--- config.mk ---
export PLATFORM = sky130hd
export DESIGN_NAME = mem_sram_bus_adapter
export DESIGN_NICKNAME = d
export VERILOG_FILES = /design/src/rtl/mem_sram_bus_adapter.sv
export SDC_FILE = /design/constraint.sdc
export NUM_CORES = 1
export LEC_CHECK = 0
export BUFFER_PORTS_ARGS = -buffer_cell sky130_fd_sc_hd__buf_2
export CAP_MARGIN = 0
export CORE_AREA = 2 2 127 129
export CTS_BUF_LIST = sky130_fd_sc_hd__clkbuf_16
export DETAILED_ROUTE_END_ITERATION = 8
export DIE_AREA = 0 0 129 131
export GPL_ROUTABILITY_DRIVEN = 0
export GPL_TIMING_DRIVEN = 0
export PLACE_DENSITY_LB_ADDON = 0.3
export SYNTH_ARGS = -nofsm -noshare
export SYNTH_HDL_FRONTEND = slang
export SYNTH_SLANG_ARGS = --single-unit
--- constraint.sdc ---
create_clock -name g_clk -period 1.17 [get_ports g_clk]
set_input_delay 0.0585 -clock g_clk [delete_from_list [all_inputs] [get_ports g_clk]]
set_output_delay 0.0585 -clock g_clk [all_outputs]
set_load 0.02 [all_outputs]
--- src/rtl/mem_sram_bus_adapter.sv ---
// Adapter from the core's req/gnt + recv/ack memory bus onto a single-port SRAM model.
// One transaction in flight; the SRAM's registered read port doubles as the response data buffer.
module mem_sram_bus_adapter #(
    parameter int unsigned       WIDTH  = 64,
    parameter int unsigned       DEPTH  = 1024,
    parameter int unsigned       ADDR_W = 32,
    parameter logic [ADDR_W-1:0] BASE   = '0,
    parameter bit                ROM    = 1'b0
) (
    input  logic                     g_clk,
    input  logic                     g_resetn,
    input  logic                     mem_req,
    output logic                     mem_gnt,
    input  logic                     mem_wen,
    input  logic [WIDTH/8-1:0]       mem_strb,
    input  logic [ADDR_W-1:0]        mem_addr,
    input  logic [WIDTH-1:0]         mem_wdata,
    output logic                     mem_recv,
    input  logic                     mem_ack,
    output logic                     mem_error,
    output logic [WIDTH-1:0]         mem_rdata,
    output logic                     sram_cen,
    output logic [WIDTH/8-1:0]       sram_wstrb,
    output logic [$clog2(DEPTH)-1:0] sram_addr,
    output logic [WIDTH-1:0]         sram_wdata,
    input  logic [WIDTH-1:0]         sram_rdata,
    input  logic                     sram_err
);

    localparam int LSB = $clog2(WIDTH / 8);
    localparam int HI  = LSB + $clog2(DEPTH);

    logic in_range;
    logic rom_write;
    logic accept;
    logic resp_done;

    logic p_valid;
    logic p_err;
    logic p_wen;

    // Byte offset inside a word is carried by the strobes, not the address.
    if (LSB > 0) begin : g_offset
        logic unused_offset;
        assign unused_offset = ^mem_addr[LSB-1:0];
    end

    // Request side: decode, grant and SRAM drive
    assign in_range  = (mem_addr[ADDR_W-1:HI] == BASE[ADDR_W-1:HI]);
    assign rom_write = ROM && mem_wen;

    assign mem_gnt   = g_resetn && (!p_valid || mem_ack);
    assign accept    = mem_req && mem_gnt;
    assign resp_done = p_valid && mem_ack;

    assign sram_cen   = accept && in_range && !rom_write;
    assign sram_wstrb = (sram_cen && mem_wen) ? mem_strb : '0;
    assign sram_addr  = mem_addr[HI-1:LSB];
    assign sram_wdata = mem_wdata;

    // Pipe register P: a new accept takes priority over retiring the old response
    always_ff @(posedge g_clk) begin
        if (!g_resetn) begin
            p_valid <= 1'b0;
            p_err   <= 1'b0;
            p_wen   <= 1'b0;
        end else if (accept) begin
            p_valid <= 1'b1;
            p_err   <= !in_range || rom_write;
            p_wen   <= mem_wen;
        end else if (resp_done) begin
            p_valid <= 1'b0;
        end
    end

    // Response side: sram_rdata stays put while stalled because cen is held low
    assign mem_recv  = g_resetn && p_valid;
    assign mem_error = g_resetn && p_valid && (p_err || (ROM && sram_err));
    assign mem_rdata = (g_resetn && p_valid && !p_wen && !p_err) ? sram_rdata : '0;

endmodule
==> summary.md <==
| Metric | Value |
|---|---|
| Overflow after GRT | `0` |
| Max layer used | `met3` |
| CP max stage cell | `dfxtp_2` |
| First-pass DRT Iterations | `4` |
| Design area | `3840 um^2` |
| Vias in the first global route | `1739` |
| CP startpoint kind | `register` |
| Clock latency at the later pin of the worst-skew pair | `0.22 ns` |
| Fin nets | `620` |
| Crit end category | `output port` |
| Synth Instances | `187` |
| Largest net degree at the start of global routing | `11` |
| Routed wl met3 | `502 um` |
| Core box area | `15600 um^2` |
| Largest delay contributor family on the critical path | `simple AND/OR/NAND/NOR gates` |
| Sequential area share after synthesis | `4.49%` |
| Starting Density | `8.58%` |
| GRT Total Usage | `6.74%` |
| Die area | `16900 um^2` |
| Final Core Density | `24.6%` |
| Dpl cell area | `3040 um^2` |
| Via count | `1988` |
| Met2 routed WL | `3910 um` |
| Drt drc | `0` |
| Setup total negative slack | `-22.44 ns` |
| Outcome | `finished with violations` |
| Ports | `324` |
| Post-synthesis cell area | `1340 um^2` |
| Die span in y | `131 um` |
| VDD IR max | `0.000737 V` |
| Dpl hpwl | `5870 um` |
| CP Data Required Time | `1.11 ns` |
| Power, Total | `1.78 mW` |
| IO buf count | `244` |
| N_diodes | `0` |
| Critical-path cell list | `and2_4 -> nor3b_4 -> buf_6 -> clkbuf_8 -> and2_4 -> buf_6` |
| WP buf/inv | `3` |
| Fin. max-slew vios | `0` |
| Hold Crit Class | `in2reg` |
| CTS Buffer Depth | `2` |
| Failing checks | `setup timing` |
| Final hold vios | `0` |
| Clk root buf | `clkbuf_16` |
| Worst Setup Path Type | `reg2out` |
| Critical Path Max Stage Delay | `0.31 ns` |
| Syn Nets | `361` |
| Routed len/inst | `10.7 um` |
| Area grow syn2layout | `187%` |
| Clock sink count | `3` |
| CTS tree | `done` |
| Initial DRC Count | `30` |
| CTS Buf Count | `3` |
| Smallest hold slack | `0.122 ns` |
| Syn_area_per_cell | `7.15 um^2` |
| Max Cap Viol | `0` |
| Lkg Pwr | `2.13 nW` |
| First-pass GRT wire length | `9020 um` |
| DR vias/cell | `3.01` |
| # setup viols final | `73` |
| Routed Antenna Nets | `0` |
| Final min period | `1.51 ns` |
| Critical Path Fanout Max | `5` |
| Slew @ Worst Pin | `0.352 ns` |
| Clock slew at reported path FFs | `0.03 ns` |
| Sequential cell area | `61.3 um^2` |
| Power density relative to cell area | `464 nW/um^2` |
| Die W | `129 um` |
| Critical Path AT | `1.45 ns` |
| Cell Rows | `46` |
| Final WL | `7050 um` |
| RSZ-0062 raised after global routing | `yes` |
| Post-route setup slack | `-0.343 ns` |
| Ratio of cells with drive above 1 in the final layout | `95.7%` |
| FF+latch count, synth | `3` |
| H-tree levels | `1` |
| Ys Warns | `0` |
| FMAX | `661 MHz` |
| Crit share post-route | `129%` |
| Met1 Wirelength | `2640 um` |
| Area of the multi-input gates | `965 um^2` |
| Initial antenna violation count | `0` |
| Number of fill cells | `1710` |
| Relative slew slack | `76.5%` |
| Synth unique cells | `20` |
| Final clock skew | `0.000255 ns` |
[registers in the layout, summed over array words and instances (netlist names)]
| register | cells |
|---|---|
| p_valid | 1 |
| p_err | 1 |
| p_wen | 1 |
[what timing repair did]
item                                    4_1_cts  5_1_grt
gates resized for setup                     170       37
endpoints found under the setup margin       73       74
hold buffers                                  0        0
pin swaps                                    16       17
buffers inserted                              6        0
cloned                                        3        1
[cells in the mapped netlist]
| cell | number | area [um^2] |
|---|---|---|
| nor4_1 | 12 | 75.1 |
| nor3b_4 | 1 | 18.8 |
| nand2_1 | 10 | 37.5 |
| nand3_1 | 2 | 10.0 |
| clkbuf_1 | 1 | 3.75 |
| buf_4 | 74 | 556 |
| nand2b_1 | 1 | 6.26 |
| and2_1 | 22 | 138 |
| mux2i_1 | 1 | 10.0 |
| and2_2 | 44 | 330 |
| nor3_1 | 2 | 10.0 |
| a31o_2 | 1 | 8.76 |
| buf_1 | 1 | 3.75 |
| and3_2 | 1 | 7.51 |
| clkbuf_2 | 6 | 30.0 |
| inv_1 | 2 | 7.51 |
| dfxtp_1 | 3 | 60.1 |
| a21boi_0 | 1 | 7.51 |
| and2_4 | 1 | 8.76 |
| o31a_1 | 1 | 8.76 |
[worst min-delay path: cells and delay by family]
family                 cells  cell delay (ns)
AO/OA/AOI/OAI              1             0.06
buffers and inverters      2             0.18
[worst paths after layout]
| kind | from | endpoint | slack (ns) | depth (start not counted) |
|---|---|---|---|---|
| max | p_valid | mem_rdata[56] | -0.34 | 6 |
| min | mem_req | p_valid | 0.12 | 3 |
| max reg2reg | p_valid | p_wen | 0.05 | 6 |
| min reg2reg | p_wen | p_wen | 0.51 | 2 |
[through the flow]
stage                     std cells  setup slack (ns)
after floorplan                 187           -0.0797
after global placement          647            -0.616
after detailed placement        647            -0.613
after CTS                       660            -0.375
after global routing            661            -0.419
final                           661            -0.343
[area by class of cell]
class	instances	share of cell area (%)
Clock inverter	1	0.0978
Sequential cell	3	1.60
Buffer	82	17.5
Tap cell	216	7.04
Clock buffer	3	1.96
Inverter	2	0.196
Timing Repair Buffer	254	46.4
Multi-Input combinational cell	100	25.1
[report_power, final]
group          internal, mW  switching (mW)
Clock                 0.440          0.0913
Combinational         0.609           0.521
Sequential            0.112         0.00835
[cell usage in the layout (no fill, tap or decap), drive strengths merged]
master / instances
a21boi: 1
o31a: 1
nand2: 10
nand2b: 1
nor3: 2
nor3b: 1
and3: 1
nor4: 12
buf: 332
mux2i: 1
inv: 3
and2: 67
clkbuf: 7
a31o: 1
nand3: 2
dfxtp: 3
[logic make-up (layout without fill, tap and decap cells)]
kind of cell,Yosys count,after routing,share of synthesized area (%)
AO/OA/AOI/OAI,3,3,1.87
buffers and inverters,84,342,44.9
flip-flops,3,3,4.49
multiplexers,1,1,0.748
AND/OR/NAND/NOR,96,96,48.0
[routing by layer]
metal,global-route usage (%),vias to the layer above
met5,0,-
met4,0.192,0
met1,8.43,847
met2,12.6,110
met3,1.38,0
li1,-,1031
Note: power is estimated with default switching activity, not from simulation.
